[src/rtl/rf_wb_arbiter_pkg.sv]
// Shared definitions for the register-file writeback arbiter: default widths
// and the requester encoding used by the round-robin pointer.
package rf_wb_arbiter_pkg;

  localparam int DEF_DATA_W = 32;
  localparam int DEF_ADDR_W = 5;

  typedef enum logic {
    REQ_A = 1'b0,
    REQ_M = 1'b1
  } reqId_t;

endpackage

[src/rtl/rr_arb2.sv]
// Two-way round-robin grant. The pointer records the last requester served,
// so on a tie the other side wins.
module rr_arb2
  import rf_wb_arbiter_pkg::*;
#(
  parameter bit PRIO_RST = 1'b0
) (
  input  logic Clk,
  input  logic Rst_n,
  input  logic Hold,
  input  logic aReq,
  input  logic mReq,
  output logic aGnt,
  output logic mGnt
);

  reqId_t lastGnt;

  // NOTE: every output gets a default first so no path leaves it unassigned (no latch).
  always_comb begin
    aGnt = 1'b0;
    mGnt = 1'b0;
    if (!Hold) begin
      if (aReq && mReq) begin
        if (lastGnt == REQ_A) mGnt = 1'b1;
        else                  aGnt = 1'b1;
      end else begin
        aGnt = aReq;
        mGnt = mReq;
      end
    end
  end

  // Reset loads the opposite of the favoured side so the favoured side wins the first tie.
  // NOTE: state is updated with non-blocking assignments only.
  always_ff @(posedge Clk or negedge Rst_n) begin
    if (!Rst_n)    lastGnt <= PRIO_RST ? REQ_A : REQ_M;
    else if (aGnt) lastGnt <= REQ_A;
    else if (mGnt) lastGnt <= REQ_M;
  end

endmodule

[src/rtl/rf_wb_arbiter.sv]
// Shares the regfile write port between ALU (A) and load (M) writeback,
// registers the write and forwards the in-flight value to both read ports.
module rf_wb_arbiter
  import rf_wb_arbiter_pkg::*;
#(
  parameter int DATA_W   = DEF_DATA_W,
  parameter int ADDR_W   = DEF_ADDR_W,
  parameter bit ZERO_R0  = 1'b1,
  parameter bit PRIO_RST = 1'b0
) (
  input  logic              Clk,
  input  logic              Rst_n,
  input  logic              A_v,
  input  logic [ADDR_W-1:0] A_addr,
  input  logic [DATA_W-1:0] A_data,
  output logic              A_rdy,
  input  logic              M_v,
  input  logic [ADDR_W-1:0] M_addr,
  input  logic [DATA_W-1:0] M_data,
  output logic              M_rdy,
  input  logic              Hold,
  output logic [ADDR_W-1:0] Awr,
  output logic [DATA_W-1:0] Din,
  output logic              WrEn,
  input  logic [ADDR_W-1:0] Ard1,
  input  logic [ADDR_W-1:0] Ard2,
  output logic              Fwd1_v,
  output logic              Fwd2_v,
  output logic [DATA_W-1:0] Fwd_data,
  output logic              Busy1,
  output logic              Busy2
);

  logic              gntA;
  logic              gntM;
  logic [ADDR_W-1:0] selAddr;
  logic [DATA_W-1:0] selData;
  logic              r0Rd1;
  logic              r0Rd2;

  rr_arb2 #(.PRIO_RST(PRIO_RST)) uArb (
    .Clk  (Clk),
    .Rst_n(Rst_n),
    .Hold (Hold),
    .aReq (A_v),
    .mReq (M_v),
    .aGnt (gntA),
    .mGnt (gntM)
  );

  assign A_rdy   = gntA;
  assign M_rdy   = gntM;
  assign selAddr = gntM ? M_addr : A_addr;
  assign selData = gntM ? M_data : A_data;

  // Writes to r0 are accepted but never issued when r0 is hard-wired.
  always_ff @(posedge Clk or negedge Rst_n) begin
    if (!Rst_n) begin
      WrEn <= 1'b0;
      Awr  <= '0;
      Din  <= '0;
    end else begin
      WrEn <= (gntA || gntM) && !(ZERO_R0 && selAddr == '0);
      if (gntA || gntM) begin
        Awr <= selAddr;
        Din <= selData;
      end
    end
  end

  assign r0Rd1    = ZERO_R0 && Ard1 == '0;
  assign r0Rd2    = ZERO_R0 && Ard2 == '0;
  assign Fwd1_v   = WrEn && Ard1 == Awr && !r0Rd1;
  assign Fwd2_v   = WrEn && Ard2 == Awr && !r0Rd2;
  assign Fwd_data = Din;

  // A register is busy while a request targeting it waits in front of the arbiter.
  assign Busy1 = !r0Rd1 && ((A_v && !gntA && A_addr == Ard1) || (M_v && !gntM && M_addr == Ard1));
  assign Busy2 = !r0Rd2 && ((A_v && !gntA && A_addr == Ard2) || (M_v && !gntM && M_addr == Ard2));

endmodule

[config.mk]
export PLATFORM = sky130hd
export DESIGN_NAME = rf_wb_arbiter
export DESIGN_NICKNAME = d
export VERILOG_FILES = /design/src/rtl/rf_wb_arbiter_pkg.sv /design/src/rtl/rr_arb2.sv /design/src/rtl/rf_wb_arbiter.sv
export SDC_FILE = /design/constraint.sdc
export NUM_CORES = 1
export LEC_CHECK = 0
export CAP_MARGIN = 0
export CORE_UTILIZATION = 33
export CTS_BUF_LIST = sky130_fd_sc_hd__clkbuf_8
export CTS_CLUSTER_SIZE = 14
export DETAILED_ROUTE_END_ITERATION = 7
export PLACE_DENSITY = 0.9
export SYNTH_ARGS = -nofsm -noshare
export SYNTH_HDL_FRONTEND = slang
export SYNTH_HIERARCHICAL = 1
export SYNTH_SLANG_ARGS = --single-unit
[constraint.sdc]
create_clock -name Clk -period 1.4 [get_ports Clk]
set_input_delay 0.14 -clock Clk [delete_from_list [all_inputs] [get_ports Clk]]
set_output_delay 0.14 -clock Clk [all_outputs]
set_load 0.05 [all_outputs]
* Word level (Yosys, flattened, before mapping)
Index checks and enable logic that the tools add are counted.
** Storage, ports and cells
- Output and inout bits :: 76
- Flip-flop bits (word level) :: 39
- Input port bits :: 89
** Cells by class
- Reduce and logical (&&, ||, !) cells :: 26
- Equal/unequal tests :: 6
- Mux-type cells :: 10
** Operator list (count)
- $mux W32 :: 1
- $eq A5 B5 Y1 :: 6
- $logic_not A5 Y1 :: 3
- $logic_and A1 B1 Y1 :: 14
- $mux W1 :: 8
- $logic_not A1 Y1 :: 5
- $mux W5 :: 1
- $logic_or A1 B1 Y1 :: 3
- $reduce_bool A2 Y1 :: 1

* Longest topological paths before layout
- Depth after elaboration :: 8
- Gate-level depth with buffers :: 7
- Gate-level depth less buffers :: 4

* Modules after synthesis
The synthesis kept the hierarchy.
** By module, submodules not included
- rf_wb_arbiter :: instances 1, area an instance 2363.5 um2, sequential area each 950.9 um2, cells an instance 248
- rr_arb2 :: instances 1, area an instance 71.3 um2, sequential area each 26.3 um2, cells an instance 7

* Worst setup path after synthesis
Ideal clock, no wire load.
- Kind :: register to output
- Start :: register Awr[0]
- End :: output Fwd1_v
- Buffers on the path :: 0
- Data arrival time :: 2410 ps
- Setup slack :: -1150 ps
- Stages on the path, launching flop included :: 4
- Required time :: 1260 ps
- Cell sequence :: dfrtp_1 > xnor2_1 > nand4_1 > nor4_1
** On the way
- Cells in the longest elaborated chain, start to end :: 3
** Ends and longest elaborated chain
- start: declaration :: line rf_wb_arbiter.sv:22 : output logic [ADDR_W-1:0] Awr,
- start signal: assignment :: line rf_wb_arbiter.sv:65 : Awr <= selAddr;
- $eq A5 B5 Y1 :: line rf_wb_arbiter.sv:73 : assign Fwd1_v = WrEn && Ard1 == Awr && !r0Rd1;
- $logic_and A1 B1 Y1 (2 in a row) :: line rf_wb_arbiter.sv:73
- end: declaration :: line rf_wb_arbiter.sv:27 : output logic Fwd1_v,
Every way passes these cells.

* Final worst setup path
- Start :: input M_addr[3]
- End :: output Busy2
** On the way
- Cells in the longest elaborated chain, start to end :: 4
** Ends and longest elaborated chain
- start: declaration :: line rf_wb_arbiter.sv:18 : input logic [ADDR_W-1:0] M_addr,
- $eq A5 B5 Y1 :: line rf_wb_arbiter.sv:79 : assign Busy2 = !r0Rd2 && ((A_v && !gntA && A_addr == Ard2) || (M_v && !gntM && M_addr == Ard2));
- $logic_and A1 B1 Y1 :: line rf_wb_arbiter.sv:79
- $logic_or A1 B1 Y1 :: line rf_wb_arbiter.sv:79
- $logic_and A1 B1 Y1 :: line rf_wb_arbiter.sv:79
- end: declaration :: line rf_wb_arbiter.sv:31 : output logic Busy2
Every way passes these cells.

==> metrics.md <==
| Metric | Value |
|---|---|
| Critical-path cell list | `clkdlybuf4s15_1, buf_4, xor2_1, nor4_1, nand4b_1, a21oi_4, buf_6` |
| TritonCTS buffer count | `5` |
| Wire per inst | `around 17 um` |
| Int Power | `3950 uW` |
| Switching portion of total power | `42.3%` |
| R2r startpoint | `uArb/lastGnt` |
| Placed insts | `514` |
| Psw | `between 2000 and 3000 uW` |
| Final core occ | `between 70 and 80%` |
| Max H-tree Level | `2` |
| P_leak | `0.00228 uW` |
| Post-DRT Antenna Nets | `0` |
| DRT iter0 DRCs | `74` |
| Final Non-Filler Cells | `534` |
| Yosys Warn Count | `6` |
| Flops & latches, synth | `39` |
| Shortest period the worst path allows | `1.81 ns` |
| Tightest Pin Transition | `about 0.40 ns` |
| Kind of critical path | `input pin to output port` |
| RePlAce Congestion | `1.05` |
| Pin count of the biggest net entering global routing | `40` |
| CP Buf/Inv Count | `3` |
| Result of the run | `finished with violations` |
| Starting Density | `about a third` |
| Tightest Hold Check Type | `input pin to async pin` |
| Leading area contributor after synthesis | `dfrtp_1` |
| CP Launch Type | `input pin` |
| Post-synth ARST share | `100%` |
| Final setup viols | `between 40 and 50` |
| F_max | `553 MHz` |
| CTS tree | `done` |
| Drt first pass iters | `4` |
| Setup Skew | `0.00649 ns` |
| Die Span X | `87.9 um` |
| Power share of the clock group | `about 14%` |
| # DRC | `0` |
| Max cap viols | `0` |
| Synth area leaders | `dfrtp_1, mux2i_1, buf_4, o21ai_0, xor2_1` |
| Synthesized Nets | `344` |
| Slowest stage delay, CP | `0.42 ns` |
| Synth Flop Type | `dfrtp_1` |
| Vias in the first global route | `2756` |
| Worst Path Required | `1.26 ns` |
| Flop pwr share | `between 20% and 30%` |
| Overflow after GRT | `0` |
| Finished Cell Area | `0.00539 mm2` |
| ANT cells | `0` |
| Mean Syn Cell Area | `9.55 um2` |
| Synth unique cells | `21` |
| Reg2Reg Setup Slack | `-0.21 ns` |
| Failing checks | `negative setup slack` |
| Sink Count | `39` |
| Detailed placement HPWL | `7.00 mm` |
| Crit end category | `output port` |
| # rows | `30` |
| Crit path max-delay family | `simple AND/OR/NAND/NOR gates` |
| Comb power frac | `60.3%` |
| Arrival @ worst endpoint | `roughly 1.7 ns` |
| IO Count | `165` |
| Vias/cell | `about 4.8` |
| Seq/Total Area, Yosys | `around two fifths` |
| R2r endpoint | `Din[29]` |
| Root Buffer | `clkbuf_8` |
| Layout area overhead | `121%` |
| CP max FO | `2` |
| Slew margin rel. | `73.2%` |
| Share of the synthesized area in the top cell type | `39.1%` |
| Synth Instances | `255` |
| Die Ht | `87.9 um` |
| Clk_lat worst skew | `0.29 ns` |
| Vias | `2560` |
| Synthesized area | `0.00243 mm2` |
| Hold Vio Cnt, Final | `0` |
| Max Root-Sink Buffers | `2` |
| Synth cell count leaders | `dfrtp_1, mux2i_1, nand2_1, o21ai_0, buf_4` |
| Post-synth EDFFs | `0` |
| Clock transition at the registers of the reported paths | `~0.090 ns` |
| Min setup slack post-route | `-0.409 ns` |
| Layout cell share with drive strength beyond 1 | `37.4%` |
| Nets | `roughly 530` |
| Initial antenna violation count | `0` |
| First-pass GRT wire length | `13.5 mm` |
| Max Slew Vio Count | `0` |
| Die area | `0.00773 mm2` |
| Reg2Reg Depth | `7` |
| Placed Area | `around 0.0050 mm2` |
| Core area | `0.00694 mm2` |
| Port Buffers | `~160` |
| Tcrit/Tclk final | `129%` |
| Crit path max-delay cell type | `nor4_1` |
| RSZ-0062 raised after global routing | `true` |
| Power density over the cells | `around 1300 mW/mm2` |
| VDD IR-drop max | `a little under 0.0009 V` |
| Total Routing Usage GR | `23.4%` |
| Routed WL | `8.94 mm` |
worst register-to-register path: stages, from the launching register on:
cell and delay, ns:
dfstp_2 0.57, inv_2 0.06, a21boi_4 0.15, buf_6 0.13
buf_8 0.11, buf_12 0.14, mux2i_2 0.23, o21ai_1 0.10
flip-flops by register name, indices dropped and copies added (netlist names):
register / cells
Din: 32
Awr: 5
WrEn: 1
uArb/lastGnt: 1
how the worst max path moves through the flow:
stage                       from    end  depth (start not counted)
floorplan           uArb/lastGnt  Busy2                          6
global placement         Ard1[4]  Busy1                          6
detailed placement       Ard2[4]  Busy2                          6
CTS                 uArb/lastGnt  Busy1                          6
global route             Ard2[0]  Busy2                          6
finish                 M_addr[3]  Busy2                          7
per-stage QoR:
step / setup slack, ns / hold slack, ns / TNS (ns) / total power (uW)
after detailed placement: -0.583 / 0.0506 / -14.30 / 5790
after floorplan: -0.297 / -0.156 / -10.65 / 3650
final: -0.409 / 0.268 / -6.75 / 6850
after CTS: -0.286 / 0.272 / -7.05 / 6810
after global placement: -0.463 / 0.0363 / -11.66 / 5700
after global routing: -0.471 / 0.287 / -9.68 / 7090
timing repair:
| action | 4_1_cts | 5_1_grt |
|---|---|---|
| endpoints found under the setup margin | 42 | 44 |
| buffers inserted | 2 | 10 |
| hold buffers | 1 | 0 |
| hold endpoints to repair | 12 | 0 |
| pin swaps | 12 | 13 |
| resized for setup | 33 | 46 |
| gates cloned | 2 | 0 |
cell usage in the layout, fill, tap and decap left out, types with 2 or more instances in the layout:
master / instances
buf_6: 15
a21oi_4: 3
nor2_1: 2
nor4_2: 2
dfrtp_2: 5
clkdlybuf4s50_1: 68
nand4b_1: 4
nand2_1: 37
xor2_1: 20
clkbuf_8: 5
or4_1: 3
buf_12: 75
mux2i_1: 34
nand4_1: 2
dfrtp_1: 33
buf_16: 2
mux2i_2: 3
dlygate4sd2_1: 18
xnor2_1: 10
buf_4: 39
o21ai_1: 39
nor4_4: 2
nor4_1: 2
layer usage:
| layer | up-vias | GRT usage (%) | share of wire [%] |
|---|---|---|---|
| met3 | 28 | 5.18 | 5.9 |
| met5 | - | 0 | 0 |
| met1 | 1196 | 24.4 | 37 |
| met4 | 0 | 12.4 | 3.6 |
| met2 | 128 | 43.4 | 53 |
| li1 | 1208 | - | - |
cells by family after synthesis:
kind of cell | after synthesis | synth area share, %
compound gates | 44 | 9.30
flops | 39 | 40.1
simple gates | 57 | 11.4
buf+inv | 47 | 12.8
xor+xnor | 30 | 10.8
mux | 38 | 15.6
cell type report:
| class | instances | area (um2) |
|---|---|---|
| clock buffer | 5 | 68.8 |
| clock inverter | 3 | 47.5 |
| fill | 445 | 1560 |
| inverter | 1 | 3.75 |
| multi-input combinational | 169 | 1270 |
| sequential | 39 | 983 |
| tap | 96 | 120 |
| timing repair buffer | 221 | 2900 |
power by group through the flow:
stage	Combinational, uW	Clock [uW]	Sequential, uW
global placement	3940	0	1760
finish	4130	953	1760
floorplan	1380	0	2270
global route	4270	1030	1800
detailed placement	4020	0	1770
CTS	4060	984	1760
Note: power is estimated with default switching activity, not from simulation.
